<file path="config.mk">
export PLATFORM = sky130hd
export DESIGN_NAME = usb_tx_buffer
export DESIGN_NICKNAME = d
export VERILOG_FILES = /design/src/rtl/usb_tx_buffer.sv
export SDC_FILE = /design/constraint.sdc
export NUM_CORES = 1
export LEC_CHECK = 0
export ABC_CLOCK_PERIOD_IN_PS = 8510
export CAP_MARGIN = 20
export CORE_MARGIN = 10
export CORE_UTILIZATION = 45
export DETAILED_ROUTE_END_ITERATION = 12
export GPL_TIMING_DRIVEN = 0
export PLACE_DENSITY_LB_ADDON = 0.08
export SLEW_MARGIN = 20
export SYNTH_ARGS = -nofsm -noshare
export SYNTH_HDL_FRONTEND = slang
export SYNTH_SLANG_ARGS = --single-unit
</file>
<file path="constraint.sdc">
create_clock -name clk -period 8.51 [get_ports clk]
set_input_delay 0.851 -clock clk [delete_from_list [all_inputs] [get_ports clk]]
set_output_delay 0.851 -clock clk [all_outputs]
set_load 0.03 [all_outputs]
</file>
<file path="src/rtl/usb_tx_buffer.sv">
// Byte FIFO between the SD reader and the USB transmitter: show-ahead head byte,
// packet-ready tracking and a running USB data CRC16 over popped bytes.
module usb_tx_buffer #(
    parameter int DEPTH     = 64,
    parameter int PKT_BYTES = 64
) (
    input  logic                     clk,
    input  logic                     n_rst,
    input  logic                     clear,
    input  logic                     wr_en,
    input  logic [7:0]               wr_data,
    input  logic                     wr_last,
    input  logic                     fifo_en,
    output logic [7:0]               parallel_in,
    output logic                     buff_empty,
    output logic                     buff_full,
    output logic [$clog2(DEPTH):0]   count,
    output logic                     pkt_ready,
    output logic [15:0]              crc16,
    output logic                     overflow,
    output logic                     underflow
);
    localparam int AW = $clog2(DEPTH);
    localparam int CW = AW + 1;
    localparam logic [CW-1:0] FULL_CNT = CW'(DEPTH);
    localparam logic [CW-1:0] PKT_CNT  = CW'(PKT_BYTES);

    logic [7:0]    mem [DEPTH];
    logic [AW-1:0] wr_ptr, rd_ptr;
    logic [15:0]   crc_reg;
    logic          push_ok, pop_ok;
    logic [CW-1:0] count_nxt;

    // A pop at full frees the slot the simultaneous push needs.
    assign pop_ok    = fifo_en && !buff_empty;
    assign push_ok   = wr_en && (!buff_full || fifo_en);
    assign count_nxt = count + CW'(push_ok) - CW'(pop_ok);

    assign parallel_in = buff_empty ? 8'h00 : mem[rd_ptr];
    assign crc16       = ~crc_reg;

    function automatic logic [15:0] crc_upd(input logic [15:0] c, input logic [7:0] d);
        logic [15:0] r;
        r = c;
        for (int i = 0; i < 8; i++) begin
            if (r[0] ^ d[i]) r = (r >> 1) ^ 16'hA001;
            else             r = r >> 1;
        end
        return r;
    endfunction

    // Storage carries no reset; stale bytes are masked by buff_empty.
    always_ff @(posedge clk) begin
        if (!clear && push_ok) mem[wr_ptr] <= wr_data;
    end

    always_ff @(posedge clk or negedge n_rst) begin
        if (!n_rst) begin
            wr_ptr     <= '0;
            rd_ptr     <= '0;
            count      <= '0;
            buff_empty <= 1'b1;
            buff_full  <= 1'b0;
            pkt_ready  <= 1'b0;
            overflow   <= 1'b0;
            underflow  <= 1'b0;
            crc_reg    <= 16'hFFFF;
        end else if (clear) begin
            wr_ptr     <= '0;
            rd_ptr     <= '0;
            count      <= '0;
            buff_empty <= 1'b1;
            buff_full  <= 1'b0;
            pkt_ready  <= 1'b0;
            overflow   <= 1'b0;
            underflow  <= 1'b0;
            crc_reg    <= 16'hFFFF;
        end else begin
            if (push_ok) wr_ptr <= wr_ptr + 1'b1;
            if (pop_ok) begin
                rd_ptr  <= rd_ptr + 1'b1;
                crc_reg <= crc_upd(crc_reg, mem[rd_ptr]);
            end
            count      <= count_nxt;
            buff_empty <= (count_nxt == '0);
            buff_full  <= (count_nxt == FULL_CNT);
            if ((push_ok && wr_last) || count_nxt >= PKT_CNT) pkt_ready <= 1'b1;
            else if (count_nxt == '0)                        pkt_ready <= 1'b0;
            if (wr_en && buff_full && !fifo_en) overflow  <= 1'b1;
            if (fifo_en && buff_empty)          underflow <= 1'b1;
        end
    end
endmodule

</file>
# Yosys cells after proc, flatten, opt, wreduce, memory -nomap -nowiden
# Memory sizes are Yosys's and may differ from the RTL's.
# Index checks and enable logic that the tools add are counted.
# Widths: inputs -> output; s select.
[word_totals] reg_bits=40 ram_bits=512 input_bits=14 out_inout_bits=36 word_cells=93 memories=1
[classes] add_sub_neg=4 n_lt_le_gt_ge=1 n_eq_ne=1 n_mux=41 n_bitwise=17 n_reduce_logical=19
[memory_table] memory="mem" depth=64 width=8 rd=1 rd_ports_with_merged_regs=0 write_ports=1 line="28" rtl="logic [7:0] mem [DEPTH];"
[ops] cell="$mux 16" n=24
[ops] cell="$mux 6" n=4
[ops] cell="$not 2->3" n=8
[ops] cell="$not 16->16" n=1
[ops] cell="$add 6x1->6 const B" n=2
[ops] cell="$mux 1" n=11
[ops] cell="$mux 8" n=1
[ops] cell="$reduce_bool 2->1" n=4
[ops] cell="$xor 1x1->1" n=8
[ops] cell="$add 7x1->7" n=1
[ops] cell="$eq 7x7->1 const B" n=1
[ops] cell="$ge 7x7->1 const B" n=1
[ops] cell="$logic_and 1x1->1" n=7
[ops] cell="$logic_not 7->1" n=1
[ops] cell="$mux 7" n=1
[ops] cell="$sub 7x1->7" n=1
[ops] cell="$logic_not 1->1" n=4
[ops] cell="$reduce_bool 3->1" n=1
[ops] cell="$logic_or 1x1->1" n=2

# Logic depth before layout (Yosys ltp)
# Gate-level depths: netlist of run 1.
# An unclocked memory read counts as a cell.
[logic_depth] depth_word=33 mapped_depth=17 ltp_nobuf=16

# Worst setup path after synthesis of run 1
# No wires, ideal clock.
[synth_timing] kind="input-to-reg" startpoint="input fifo_en" endpoint="register pkt_ready" setup_ns=0.136 arrival_time_ns=3.475 required_ns=8.374 slack_ns=4.898 stages=16 path_buffers=1 path_cell_list="inv_1 > nand2_1 > and2_1 > clkbuf_1 > inv_1 > ha_1 > inv_1 > ha_1 > fa_1 > a21o_1 > a21oi_1 > xnor2_1 > nand2_1 > or3_1 > a22oi_1 > o21ai_0"
[synth_between] elab_chain_cells=8 elab_cells_between_ends=12 classes_between="2 x add/sub; 1 x order compare; 2 x mux; 7 x reduce/logical"
[synth_lines] element="start: declaration" line="13" rtl="input logic fifo_en,"
[synth_lines] element="$logic_or 1x1->1" line="36" rtl="assign push_ok = wr_en && (!buff_full || fifo_en);"
[synth_lines] element="$logic_and 1x1->1" line="36"
[synth_lines] element="$add 7x1->7" line="37" rtl="assign count_nxt = count + CW'(push_ok) - CW'(pop_ok);"
[synth_lines] element="$sub 7x1->7" line="37"
[synth_lines] element="$ge 7x7->1" line="87" rtl="if ((push_ok && wr_last) || count_nxt >= PKT_CNT) pkt_ready <= 1'b1;"
[synth_lines] element="$logic_or 1x1->1" line="87"
[synth_lines] element="$mux 1" line="87"
[synth_lines] element="$mux 1" line="68" rtl="end else if (clear) begin"
[synth_lines] element="end signal: assignment" line="74" rtl="pkt_ready <= 1'b0;"
[synth_lines] element="end signal: assignment" line="87"
[synth_lines] element="end signal: assignment" line="88" rtl="else if (count_nxt == '0) pkt_ready <= 1'b0;"
[synth_lines] element="end: declaration" line="18" rtl="output logic pkt_ready,"
# Parallel ways exist; a longest one is shown, timed or not.
# A chain may end at the register's enable or synchronous reset.

# Final worst setup path of run 1
[layout_timing] startpoint="register rd_ptr[1]" endpoint="output parallel_in[7]"
[layout_between] elab_chain_cells=2
[layout_lines] element="start: declaration" line="29" rtl="logic [AW-1:0] wr_ptr, rd_ptr;"
[layout_lines] element="start signal: assignment" line="81" rtl="rd_ptr <= rd_ptr + 1'b1;"
[layout_lines] element="$mem_v2 64x8"
[layout_lines] element="$mux 8" line="39" rtl="assign parallel_in = buff_empty ? 8'h00 : mem[rd_ptr];"
[layout_lines] element="end: declaration" line="14" rtl="output logic [7:0] parallel_in,"
# Every way passes these cells.

==> results_dict.tcl, run 1 <==
set metrics [dict create \
    path_common_cell "sky130_fd_sc_hd__buf_4" \
    drc_marker_count_from_the_first_detailed_route_iteration 1506 \
    worst_max_slew_margin_expressed_relative_to_the_limit 0.2567 \
    timing.critical_path.from "rd_ptr[1]" \
    netlist-cell-type-count 67 \
    global_route.usage.total 0.2224 \
    cts.clk_slew.worst_paths_ns 0.06 \
    place.port_buffers 49 \
    die_height_um 243.3 \
    grt_start_max_net_pins 65 \
    initial_cell_density_of_the_core 0.4566 \
    pwr-share-comb 0.220 \
    power.switching_fraction 0.2822 \
    root_buffer "sky130_fd_sc_hd__clkbuf_16" \
    worstSetupPathType "flop to output pin" \
    crit-reg2reg-launch "rd_ptr[1]" \
    cts-root-to-sink-buffers 3 \
    place.detailed.instances 1932 \
    synth_sequential_area_ratio 0.7305 \
    floorplan.core_area_mm2 0.04915 \
    number_of_hold_slack_violations_in_the_final_timing_report 0 \
    grt_setup_unrepaired "no" \
    netlist_instances 1214 \
    synth.avg_cell_area_um2 18.49 \
    synth_top_flop_cell "sky130_fd_sc_hd__edfxtp_1" \
    grt_pass1_wl_mm 93.85 \
    layout.cells.most_common_list "sky130_fd_sc_hd__edfxtp_1, sky130_fd_sc_hd__mux4_2, sky130_fd_sc_hd__nor2_1, sky130_fd_sc_hd__mux2i_1, sky130_fd_sc_hd__clkbuf_16" \
    totalPowerFinal_mw 7.029 \
    run_status "completed" \
    reg2reg_end "crc_reg[0]" \
    critical_path.top_delay_family "buffers and inverters" \
    fmax_ghz 0.1713 \
    internal-power_mw 5.045 \
    worst-path-buf-inv 6 \
    postRouteAntennaNets 0 \
    cts_inserted_buffers 57 \
    worstSkewPairLatency_ns 0.62 \
    die_area_mm2 0.05921 \
    vias_per_cell 5.988 \
    dieWidth_um 243.3 \
    ys.warnings.count 0 \
    worst-r2r-setup-slack_ns 3.85 \
    layout-drive-gt1-share 0.2051 \
    worstMarginPinSlew_ns 1.115 \
    grt_overflow_total 0 \
    syn-num-nets 1238 \
    worst_path_cell_trace "buf_4, buf_4, buf_4, buf_2, buf_2, mux4_2, a22oi_1, nand3_1, o211a_1, nor2b_1, clkdlybuf4s50_1" \
    cp_slowest_stage_delay_ns 0.61 \
    depth_of_the_most_critical_reg_to_reg_path 14 \
    timing.final.max_slew_violations 0 \
    cts_tree "built" \
    routed-via-count 12216 \
    post_route_design_area_mm2 0.02566 \
    detailed_place.area_mm2 0.02387 \
    max_reg_flops 512 \
    synth-edff-count 512 \
    finalWorstSetupSlack_ns 2.673 \
    crit_path_start_kind "flop" \
    detailed_place_hpwl_mm 42.04 \
    crit_arrival_ns 4.99 \
    holdWs_ns 0.2697 \
    nets 1351 \
    finalWirelength_mm 65.92 \
    path_max_fanout 10 \
    postCtsSetupBuffers 0 \
    synth.ff_latch_count 552 \
    timing.final.crit_period_ns 5.837 \
    powerDensity_mw_per_mm2 273.9 \
    grt_pass1_vias 12076 \
    p_leak_nw 8.266 \
    remaining_drc_errors 0 \
    routed_wire_length_per_instance_um 32.32 \
    drt_first_pass_iters 5 \
    hold_buffers 0 \
    period_share 0.6859 \
    timing.setup.tns_ns 0 \
    floorplan.io_pins 50 \
    async_set_or_reset_flop_fraction_in_the_synthesized_netlist 0.07246 \
    stdcell_count 2040 \
    worst_ep_required_time_ns 7.66 \
    dp_worst_setup_slack_ns 3.315 \
    flop_pwr_share 0.436 \
    layout_commonest_cell "sky130_fd_sc_hd__edfxtp_1" \
    crit_path_top_delay_cell "sky130_fd_sc_hd__clkdlybuf4s50_1" \
    setup_viol 0 \
    postCtsResizedCells 0 \
    crit_path_end_kind "output pin" \
    area_growth_syn_to_layout_pct 14.33 \
    max-vdd-ir-drop_v 0.0001518 \
    fin_skew_ns 0.01286 \
    place.gp.congestion 0.9617 \
    clock_power_share 0.344 \
    maxcap_viol_count 0 \
    htree_levels 2 \
    cts_num_sinks 552 \
    switching_power_total_mw 1.984 \
    hold_path.class "input port to async pin" \
    utilization 0.5221 \
    antenna_found_initial 1 \
    netlist_area_mm2 0.02245 \
    num_rows 81 \
]
## worst max path at each step
| stage | end | slack [ns] | cells past startpoint |
|---|---|---|---|
| floorplan | pkt_ready | 4.90 | 16 |
| global placement | parallel_in[7] | 3.29 | 11 |
| detailed placement | parallel_in[7] | 3.31 | 11 |
| CTS | parallel_in[7] | 2.65 | 11 |
| global route | parallel_in[7] | 2.55 | 11 |
| finish | parallel_in[7] | 2.67 | 11 |
## kinds of logic (layout without fill, tap and decap cells)
logic type | after synthesis | in the layout | synth area share
xor gates and xnor gates | 33 | 33 | 0.01561
DFF | 552 | 552 | 0.7305
buffers and inverters | 103 | 264 | 0.02665
adders and majority gates | 10 | 10 | 0.005909
muxes | 174 | 174 | 0.1342
AOI/OAI and AO/OA | 131 | 131 | 0.04365
and+or+nand+nor | 211 | 211 | 0.04348
other | 0 | 1 | 0
## power groups by stage
stage	registers (mW)	logic [mW]	clock network [mW]
4_1_cts	3.07	1.56	2.45
6_report	3.07	1.55	2.42
2_1_floorplan	3.15	0.975	0
5_1_grt	3.07	1.65	2.56
3_3_place_gp	3.13	1.55	0
3_5_place_dp	3.12	1.56	0
## per-layer routing
layer / up-vias / GRT usage / routed length (um)
li1: 5078 / - / -
met1: 6444 / 0.3080 / 27570
met2: 574 / 0.3466 / 30680
met3: 120 / 0.04453 / 5497
met4: 0 / 0.07462 / 2176
met5: - / 0 / 0
## Yosys cell counts (all sizes together) (5+ instances only)
library cell | count | area [um2]
nor3 | 15 | 75.07
o211ai | 18 | 150.2
mux4 | 99 | 2252
edfxtp | 512 | 15370
o221ai | 6 | 58.80
dfrtp | 23 | 575.6
mux2 | 7 | 78.83
nand3b | 5 | 37.54
nand2 | 55 | 206.5
nor2 | 80 | 300.3
xnor2 | 27 | 281.5
ha | 9 | 112.6
a21oi | 21 | 105.1
buf | 40 | 361.6
nand2b | 5 | 31.28
mux2i | 68 | 680.7
o22ai | 13 | 81.33
xor2 | 5 | 43.79
nand3 | 15 | 75.07
clkbuf | 28 | 105.1
a22oi | 14 | 105.1
nor2b | 12 | 82.58
o21ai | 12 | 63.81
dfstp | 17 | 446.7
a211oi | 8 | 60.06
inv | 34 | 127.6
a221oi | 13 | 126.4
## final cells by class
cell class	instances	area [um2]
sequential	552	16400
multi-input combinational	559	5510
antenna	1	2.502
timing repair buffer	54	533.0
buffer	68	466.7
clock inverter	35	245.2
clock buffer	72	1545
inverter	35	131.4
tap	664	830.8
fill	4007	23490
## worst register-to-register path, delay by kind of cell, from the launching register on
kind                      cells  cell delay (ns)
buffers and inverters         5             2.02
AOI/OAI and AO/OA             3             0.77
xor gates and xnor gates      3             0.61
muxes                         1             0.42
and+or+nand+nor               2             0.41
DFF                           1             0.35
(Power assumes the default switching activity.)
==> run 2, diff against run 1 <==
ABC_CLOCK_PERIOD_IN_PS = 5260   (was 8510)
clock period = 5.26 ns   (was 8.51 ns; I/O delays follow)
==> run 2 against run 1 <==
  * Core utilization barely moved
  * Critical path depth decreased by 2
  * Die area unchanged
  * Critical path type unchanged
  * Critical endpoint is now parallel_in[3]
  * Largest cell class unchanged
==> results_dict.tcl, run 2 (synthesized netlist as in run 1, its figures left out) <==
set metrics [dict create \
    fin_skew_ns 0.01385 \
    cts_tree "built" \
    crit_path_top_delay_cell "sky130_fd_sc_hd__clkbuf_1" \
    postRouteAntennaNets 0 \
    crit_path_start_kind "flop" \
    area_growth_syn_to_layout_pct 14.41 \
    clock_power_share 0.344 \
    place.gp.congestion 0.9617 \
    diodes 0 \
    root_buffer "sky130_fd_sc_hd__clkbuf_16" \
    stdcell_count 2040 \
    floorplan.core_area_mm2 0.04915 \
    vias_per_cell 6.005 \
    maxcap_viol_count 0 \
    worst_max_slew_margin_expressed_relative_to_the_limit 0.2358 \
    path_max_fanout 10 \
    cp_slowest_stage_delay_ns 0.88 \
    die_area_mm2 0.05921 \
    number_of_hold_slack_violations_in_the_final_timing_report 0 \
    layout_commonest_cell "sky130_fd_sc_hd__edfxtp_1" \
    worst_path_cell_trace "buf_2, clkbuf_1, mux4_2, and2_1, a211oi_1, a211oi_1, o211ai_1, nor2_1, clkdlybuf4s50_1" \
    remaining_drc_errors 0 \
    worstSetupPathType "flop to output pin" \
    hold_path.class "input port to flop" \
    critical_path.top_delay_family "buffers and inverters" \
    flop_pwr_share 0.436 \
    grt_setup_unrepaired "no" \
    timing.setup.tns_ns 0 \
    layout-drive-gt1-share 0.2057 \
    grt_pass1_wl_mm 93.88 \
    dieWidth_um 243.3 \
    cts.clk_slew.worst_paths_ns 0.06 \
    run_status "completed" \
    totalPowerFinal_mw 11.38 \
    crit_path_end_kind "output pin" \
    worstSkewPairLatency_ns 0.62 \
    finalWorstSetupSlack_ns 0.06684 \
    cts_num_sinks 552 \
    routed-via-count 12251 \
    global_route.usage.total 0.2224 \
    routed_wire_length_per_instance_um 32.32 \
    htree_levels 2 \
    initial_cell_density_of_the_core 0.4566 \
    timing.final.max_slew_violations 0 \
    finalWirelength_mm 65.93 \
    setup_viol 0 \
    num_rows 81 \
    max-vdd-ir-drop_v 0.0002456 \
    powerDensity_mw_per_mm2 443.0 \
    detailed_place_hpwl_mm 42.04 \
    internal-power_mw 8.165 \
    layout.cells.most_common_list "sky130_fd_sc_hd__edfxtp_1, sky130_fd_sc_hd__mux4_2, sky130_fd_sc_hd__nor2_1, sky130_fd_sc_hd__mux2i_1, sky130_fd_sc_hd__clkbuf_16" \
    fmax_ghz 0.1926 \
    die_height_um 243.3 \
    max_reg_flops 512 \
    grt_overflow_total 0 \
    antenna_found_initial 1 \
    power.switching_fraction 0.2822 \
    timing.final.crit_period_ns 5.193 \
    crit_arrival_ns 4.67 \
    cts-root-to-sink-buffers 3 \
    drt_first_pass_iters 5 \
    grt_pass1_vias 12082 \
    grt_start_max_net_pins 65 \
    place.port_buffers 49 \
    switching_power_total_mw 3.210 \
    drc_marker_count_from_the_first_detailed_route_iteration 1372 \
    p_leak_nw 8.273 \
    pwr-share-comb 0.220 \
    nets 1352 \
    path_common_cell "sky130_fd_sc_hd__a211oi_1" \
    cts_inserted_buffers 57 \
    worst-path-buf-inv 3 \
    postCtsSetupBuffers 0 \
    dp_worst_setup_slack_ns 0.3900 \
    period_share 0.9873 \
    floorplan.io_pins 50 \
    worst_ep_required_time_ns 4.73 \
    worstMarginPinSlew_ns 1.146 \
    place.detailed.instances 1932 \
]
-- run 2: what timing repair did --
item	CTS	global route
gates resized for setup	2	3
endpoints found under the setup margin	1	2
gates cloned	0	0
hold buffers	1	0
hold endpoints to repair	19	0
-- run 2: metal layers --
| metal | part of all wire | vias to the layer above | track usage |
|---|---|---|---|
| met1 | 0.41 | 6453 | 0.3080 |
| met4 | 0.031 | 0 | 0.07462 |
| met2 | 0.47 | 611 | 0.3468 |
| li1 | - | 5078 | - |
| met3 | 0.087 | 109 | 0.04453 |
| met5 | 0 | - | 0 |
-- run 2: power groups by stage --
stage               clock, mW  combinational, mW  sequential, mW
CTS                      3.96               2.53            4.96
global route             4.15               2.67            4.97
finish                   3.91               2.50            4.96
global placement            0               2.51            5.06
floorplan                   0               1.58            5.10
detailed placement          0               2.52            5.05
-- run 2: per-stage QoR --
stage	hold WS [ns]	utilization	instance area, um2
3_3_place_gp	0.4762	0.4835	23770
3_5_place_dp	0.4830	0.4856	23870
5_1_grt	0.4505	0.5224	25680
6_report	0.4507	0.5224	25680
4_1_cts	0.4251	0.5223	25670
2_1_floorplan	0.2304	-	22450
-- run 2: area by class of cell --
cell class / instances / area, um2
Inverter: 35 / 131.4
Fill cell: 4004 / 23470
Sequential cell: 552 / 16400
Buffer: 68 / 476.7
Clock inverter: 35 / 245.2
Timing Repair Buffer: 55 / 543.0
Tap cell: 664 / 830.8
Clock buffer: 72 / 1545
Multi-Input combinational cell: 559 / 5510
-- run 2: path summary, 6_finish.rpt --
path,start,endpoint,slack (ns),cells past startpoint
min in group asynchronous,n_rst,count[3],0.49,2
min,wr_data[2],mem[15][2],0.45,1
max reg2reg,rd_ptr[2],crc_reg[0],0.63,12
max,rd_ptr[2],parallel_in[3],0.07,9
min reg2reg,overflow,overflow,0.49,2
max in group asynchronous,n_rst,crc_reg[4],4.15,3
